File: src/rtl/ram_march_bist_if.sv
// RAM port bundle between the march BIST engine and a single-port RAM.
// The engine (master) drives we/addr/d and reads q back.
interface ram_march_bist_if #(
    parameter int Data_width = 32,
    parameter int Addr_width = 7
);
    logic                  ram_we;
    logic [Addr_width-1:0] ram_addr;
    logic [Data_width-1:0] ram_d;
    logic [Data_width-1:0] ram_q;

    modport master (
        output ram_we,
        output ram_addr,
        output ram_d,
        input  ram_q
    );

    modport slave (
        input  ram_we,
        input  ram_addr,
        input  ram_d,
        output ram_q
    );
endinterface

File: src/rtl/ram_march_bist.sv
// ram_march_bist: two-phase (pattern / complement) write-read BIST engine.
// Drives the RAM port combinationally and compares q one cycle after each read.
module ram_march_bist #(
    parameter int Data_width = 32,
    parameter int Addr_width = 7
) (
    input  logic                  clk,
    input  logic                  rst_n,
    input  logic                  start,
    input  logic [Data_width-1:0] seed,
    ram_march_bist_if.master      ram,
    output logic                  busy,
    output logic                  done,
    output logic                  pass,
    output logic [Addr_width+1:0] err_count,
    output logic [Addr_width-1:0] fail_addr,
    output logic                  fail_phase
);
    typedef enum logic [2:0] {
        S_IDLE,
        S_WR0,
        S_RD0,
        S_WR1,
        S_RD1,
        S_FIN,
        S_DONE
    } state_t;

    localparam logic [Addr_width-1:0] A_MAX   = '1;
    localparam logic [Addr_width+1:0] ERR_MAX = '1;

    state_t                r_state;
    state_t                w_next;
    logic [Addr_width-1:0] r_a;
    logic [Data_width-1:0] r_seed;
    logic                  r_cmp_v;
    logic [Addr_width-1:0] r_cmp_a;
    logic                  r_cmp_ph;
    logic [Addr_width+1:0] r_err;
    logic [Addr_width-1:0] r_fail_addr;
    logic                  r_fail_ph;
    logic                  r_done;

    logic                  w_last;
    logic                  w_accept;
    logic                  w_scan;
    logic                  w_rd;
    logic                  w_we;
    logic [Addr_width-1:0] w_addr;
    logic [Data_width-1:0] w_d;
    logic                  w_busy;
    logic                  w_miss;

    // Ex(a): seed XOR zero-extended address, inverted for phase 1.
    function automatic logic [Data_width-1:0] f_expect(
        input logic [Data_width-1:0] s,
        input logic [Addr_width-1:0] a,
        input logic                  ph
    );
        logic [Data_width-1:0] e;
        e = s ^ Data_width'(a);
        return ph ? ~e : e;
    endfunction

    assign w_last   = (r_a == A_MAX);
    assign w_accept = start && (r_state == S_IDLE || r_state == S_DONE);
    assign w_rd     = (r_state == S_RD0) || (r_state == S_RD1);
    assign w_scan   = w_rd || (r_state == S_WR0) || (r_state == S_WR1);
    assign w_miss   = r_cmp_v &&
                      (ram.ram_q != f_expect(r_seed, r_cmp_a, r_cmp_ph));

    // Next-state decode and RAM port / busy outputs from the current state.
    always_comb begin
        w_next = r_state;
        w_we   = 1'b0;
        w_addr = '0;
        w_d    = '0;
        w_busy = 1'b0;
        unique case (r_state)
            S_IDLE: begin
                if (start) w_next = S_WR0;
            end
            S_WR0: begin
                w_we   = 1'b1;
                w_addr = r_a;
                w_d    = f_expect(r_seed, r_a, 1'b0);
                w_busy = 1'b1;
                if (w_last) w_next = S_RD0;
            end
            S_RD0: begin
                w_addr = r_a;
                w_busy = 1'b1;
                if (w_last) w_next = S_WR1;
            end
            S_WR1: begin
                w_we   = 1'b1;
                w_addr = r_a;
                w_d    = f_expect(r_seed, r_a, 1'b1);
                w_busy = 1'b1;
                if (w_last) w_next = S_RD1;
            end
            S_RD1: begin
                w_addr = r_a;
                w_busy = 1'b1;
                if (w_last) w_next = S_FIN;
            end
            S_FIN: begin
                w_busy = 1'b1;
                w_next = S_DONE;
            end
            S_DONE: begin
                if (start) w_next = S_WR0;
            end
            default: begin
                w_next = S_IDLE;
            end
        endcase
    end

    // State register.
    always_ff @(posedge clk) begin
        if (!rst_n) r_state <= S_IDLE;
        else        r_state <= w_next;
    end

    // Address counter: sweeps every address, wraps to 0 on each phase change.
    always_ff @(posedge clk) begin
        if (!rst_n)      r_a <= '0;
        else if (w_scan) r_a <= r_a + 1'b1;
        else             r_a <= '0;
    end

    // Compare pipeline: remember which read is due back on q next cycle.
    always_ff @(posedge clk) begin
        if (!rst_n) begin
            r_cmp_v  <= 1'b0;
            r_cmp_a  <= '0;
            r_cmp_ph <= 1'b0;
        end else begin
            r_cmp_v  <= w_rd;
            r_cmp_a  <= r_a;
            r_cmp_ph <= (r_state == S_RD1);
        end
    end

    // Run results: seed capture, error count, first failure, done flag.
    always_ff @(posedge clk) begin
        if (!rst_n) begin
            r_seed      <= '0;
            r_err       <= '0;
            r_fail_addr <= '0;
            r_fail_ph   <= 1'b0;
            r_done      <= 1'b0;
        end else if (w_accept) begin
            r_seed      <= seed;
            r_err       <= '0;
            r_fail_addr <= '0;
            r_fail_ph   <= 1'b0;
            r_done      <= 1'b0;
        end else begin
            if (r_state == S_FIN) r_done <= 1'b1;
            if (w_miss) begin
                if (r_err != ERR_MAX) r_err <= r_err + 1'b1;
                if (r_err == '0) begin
                    r_fail_addr <= r_cmp_a;
                    r_fail_ph   <= r_cmp_ph;
                end
            end
        end
    end

    assign ram.ram_we   = w_we;
    assign ram.ram_addr = w_addr;
    assign ram.ram_d    = w_d;

    assign busy       = w_busy;
    assign done       = r_done;
    assign pass       = r_done && (r_err == '0);
    assign err_count  = r_err;
    assign fail_addr  = r_fail_addr;
    assign fail_phase = r_fail_ph;
endmodule

File: src/flat_wrapper.sv
// flat-port wrapper written by rule: the top's interface ports become plain ports
module ram_march_bist_flat 
#(
    parameter int Data_width = 32,
    parameter int Addr_width = 7
)
  (clk, rst_n, start, seed, busy, done, pass, err_count, fail_addr, fail_phase, ram_ram_we, ram_ram_addr, ram_ram_d, ram_ram_q);
  ram_march_bist_if #(.Data_width(Data_width), .Addr_width(Addr_width)) ram_i ();
  input  logic clk;
  input  logic rst_n;
  input  logic start;
  input  logic [Data_width-1:0] seed;
  output logic busy;
  output logic done;
  output logic pass;
  output logic [Addr_width+1:0] err_count;
  output logic [Addr_width-1:0] fail_addr;
  output logic fail_phase;
  output wire logic [$bits(ram_i.ram_we)-1:0] ram_ram_we;
  output wire logic [$bits(ram_i.ram_addr)-1:0] ram_ram_addr;
  output wire logic [$bits(ram_i.ram_d)-1:0] ram_ram_d;
  input wire logic [$bits(ram_i.ram_q)-1:0] ram_ram_q;
  assign ram_ram_we = ram_i.ram_we;
  assign ram_ram_addr = ram_i.ram_addr;
  assign ram_ram_d = ram_i.ram_d;
  assign ram_i.ram_q = ram_ram_q;
  ram_march_bist #(.Data_width(Data_width), .Addr_width(Addr_width)) u_core (.clk(clk), .rst_n(rst_n), .start(start), .seed(seed), .ram(ram_i), .busy(busy), .done(done), .pass(pass), .err_count(err_count), .fail_addr(fail_addr), .fail_phase(fail_phase));
endmodule
File: config.mk
export PLATFORM = sky130hd
export DESIGN_NAME = ram_march_bist_flat
export DESIGN_NICKNAME = d
export VERILOG_FILES = /design/src/rtl/ram_march_bist_if.sv /design/src/rtl/ram_march_bist.sv /design/src/flat_wrapper.sv
export SDC_FILE = /design/constraint.sdc
export NUM_CORES = 1
export LEC_CHECK = 0
export BUFFER_PORTS_ARGS = -buffer_cell sky130_fd_sc_hd__buf_2
export CAP_MARGIN = 20
export CORE_UTILIZATION = 51
export CTS_CLUSTER_DIAMETER = 150
export DETAILED_ROUTE_END_ITERATION = 8
export PLACE_DENSITY = 0.79
export REMOVE_ABC_BUFFERS = 1
export SETUP_SLACK_MARGIN = 0.4
export SLEW_MARGIN = 10
export SYNTH_ARGS = -nofsm -noshare
export SYNTH_HDL_FRONTEND = slang
export SYNTH_SLANG_ARGS = --single-unit
File: constraint.sdc
create_clock -name clk -period 2.9 [get_ports clk]
set_input_delay 0.87 -clock clk [delete_from_list [all_inputs] [get_ports clk]]
set_output_delay 0.87 -clock clk [all_outputs]
set_load 0.05 [all_outputs]
==> run_results.csv <==
group,metric,value,unit
placement,dp_slack,66.4,ps
sta,hold_viol,0,
sta,holdWs,486,ps
floorplanning,fp.dieW,90.2,µm
sta,fin_crit_sh,84.8,%
clocking,cts_max_path_buffers,2,
clocking,cts-root-buf,"clkbuf_8",
floorplanning,row_count,31,
worst_setup_path,crit_type,"in2reg",
floorplanning,die_h,90.2,µm
detailed_routing,drc,0,
finish,fin_nets,673,
clocking,clk_pin_slew,80,ps
floorplanning,start_util,53.8,%
sta,relSlewSlack,67.5,%
global_route,grt_pass1_wl,16.3,mm
global_route,overflow,0,
clocking,insertion_delay,340,ps
clocking,cts_sinks,69,
sta,max_freq,407,MHz
worst_setup_path,cp-end-kind,"flop",
logic_synthesis,ys_warn_count,0,
power_and_ir_drop,p_sw,1.83,mW
power_and_ir_drop,combPwrFrac,49.2,%
global_route,antenna_found_initial,0,
power_and_ir_drop,p_total,4.01,mW
logic_synthesis,synthDistinctLibCells,47,
logic_synthesis,synth.yosys.seq_area_share,34.8,%
power_and_ir_drop,p_sw_share,45.7,%
logic_synthesis,async_flop_share,0,%
detailed_routing,ant_nets,0,
detailed_routing,num_vias,3712,
detailed_routing,wl,10.3,mm
detailed_routing,vias_per_cell,5.26,
run_status,status,"finished, final reports clean",
floorplanning,dieArea,8130,µm²
clocking,cts_made_buffers,9,
worst_setup_path,cp_cell_sequence,"buf_2, xnor3_1, nand2_1, nor4_2, o2111ai_2, nor4_4, buf_4, clkbuf_16, o21ai_0, a21oi_1",
placement,routabilityCongestion,0.830,
worst_setup_path,arrival,2730,ps
sta,setup_viol,0,
floorplanning,io_pins,127,
floorplanning,core_area,7370,µm²
logic_synthesis,avgSynthCellArea,8.26,µm²
detailed_routing,drt_iter0_markers,191,
worst_setup_path,cp.required,3170,ps
finish,fill_cells,589,
power_and_ir_drop,power.density,792,nW/µm²
sta,tightest_slew,486,ps
power_and_ir_drop,p_leak,2.14,nW
global_route,grt_max_degree,34,
global_route,grt_pass1_vias,3462,
worst_hold_path,hp-class,"reg2reg",
worst_setup_path,max_stage_delay,330,ps
logic_synthesis,synth_cells,480,
power_and_ir_drop,peakVddDrop,581,µV
worst_setup_path,crit_family,"simple AND/OR/NAND/NOR gates",
sta,finClkSkew,7.65,ps
logic_synthesis,syn_area,3970,µm²
detailed_routing,wl_per_cell,14.7,µm
worst_setup_path,cp-start-kind,"input pin",
sta,fin_setup_tns,0,ps
global_route,track_usage,24.8,%
worst_setup_path,critPathMaxFanout,8,
power_and_ir_drop,p_seq_share,31.0,%
placement,dp_hpwl,7.20,mm
worst_setup_path,crit_slowest_cell,"nor4_4",
detailed_routing,drt_pass1_iterations,4,
finish,final_core_util,68.7,%
power_and_ir_drop,p_int,2.18,mW
placement,port_buffers,126,
finish,layout_commonest_cell,"buf_2",
sta,rsz0062_at_grt,"yes",
finish,final_cell_mix,"116 x buf_2, 83 x nand2_1, 62 x dfxtp_1",
logic_synthesis,synth-seq-cells,69,
sta,post-route-min-period,2460,ps
finish,num_antenna_cells,0,
sta,setup_ws,442,ps
finish,syn2layout_area_growth,27.7,%
power_and_ir_drop,power_frac_clock,19.8,%
clocking,cts_tree,"built",
flow_run,drv_cap,0,
sta,slew_violations,0,
clocking,ctsHtreeMaxLevel,3,
finish,drive_above_1_share,33.1,%
worst_setup_path,worst-path-buf-inv,3,
logic_synthesis,synth_edf_count,0,
logic_synthesis,synthFlopType,"dfxtp_1",
[state kept, by name, summed over array words and instances (netlist names)]
signal / flops
u_core.done: 1
u_core.err_count: 9
u_core.fail_addr: 7
u_core.fail_phase: 1
u_core.r_a: 7
u_core.r_cmp_a: 7
u_core.r_cmp_ph: 1
u_core.r_cmp_v: 1
u_core.r_seed: 32
u_core.r_state: 3
[cell type report]
cell class / instances / area, µm² / share of cell area [%]
sequential: 69 / 1390 / 27.5
inverter: 5 / 18.8 / 0.371
tap: 99 / 124 / 2.45
clock inverter: 6 / 62.6 / 1.24
timing repair buffer: 142 / 831 / 16.4
clock buffer: 10 / 138 / 2.72
multi-input combinational: 375 / 2500 / 49.3
[cells in the mapped netlist (all sizes together) (3+ instances only)]
cell,count,area share (%)
nand2,83,7.9
dfxtp,69,35
xnor2,51,11
nor2,50,4.7
a21boi,34,6.4
xor2,31,6.8
clkbuf,23,2.2
a21oi,18,2.7
and2,16,2.5
o21ai,13,2.1
buf,8,1.6
or3,8,1.3
or3b,7,1.5
nand3,6,0.76
nor4,6,1.3
inv,5,0.47
o31ai,5,0.95
ha,4,1.3
nand4,4,0.63
o211ai,4,0.76
and3,3,0.47
nand2b,3,0.47
nor2b,3,0.47
nor3,3,0.38
or4,3,0.57
[stage by stage]
stage | area [µm²] | std cells
2_1_floorplan | 3810 | 449
6_report | 5060 | 706
5_1_grt | 5060 | 706
4_1_cts | 4880 | 701
3_5_place_dp | 4670 | 685
3_3_place_gp | 4670 | 685
[per-layer routing]
metal | share of wire [%] | vias to the layer above | GRT usage (%)
met5 | 0 | - | 0
met4 | 1.3 | 0 | 8.20
met3 | 6.3 | 12 | 4.65
met2 | 51 | 117 | 44.5
met1 | 42 | 1744 | 29.6
li1 | - | 1839 | -
[tightest hold or removal path, delay by kind of cell, from the launching register on]
family          cells  cell delay (ps)
flops               1              330
compound gates      2              120
[worst paths after layout]
kind | start | end | slack (ps) | cells past startpoint
worst max-delay path | ram_ram_q[2] | u_core.fail_addr[3] | 440 | 10
worst max register to register | u_core.err_count[0] | u_core.err_count[5] | 580 | 9
worst min-delay path | u_core.fail_addr[4] | u_core.fail_addr[4] | 490 | 2
worst min register to register | u_core.fail_addr[4] | u_core.fail_addr[4] | 490 | 2
[kinds of logic after synthesis]
family | Yosys count | synth area share (%)
and+or+nand+nor | 201 | 24.2
adders and majority gates | 4 | 1.26
muxes | 1 | 0.252
buffers and inverters | 36 | 4.29
DFF | 69 | 34.8
AOI/OAI and AO/OA | 84 | 15.3
xor gates and xnor gates | 85 | 19.8
[power groups by stage]
stage / Combinational [mW] / Clock (mW) / Sequential [mW]
4_1_cts: 1.93 / 0.806 / 1.23
3_5_place_dp: 1.92 / 0 / 1.25
2_1_floorplan: 1.34 / 0 / 1.29
6_report: 1.97 / 0.794 / 1.24
3_3_place_gp: 1.90 / 0 / 1.24
5_1_grt: 2.14 / 0.855 / 1.26
[repair_timing]
| item | in CTS | in global routing |
|---|---|---|
| hold buffers | 0 | 0 |
| hold endpoints to repair | 0 | 0 |
| pin swaps | 0 | 6 |
| gates cloned | 0 | 2 |
| gates resized for setup | 5 | 34 |
| setup endpoints to repair | 13 | 27 |
| setup buffers | 0 | 3 |
Power figures use the tool's default switching activity.
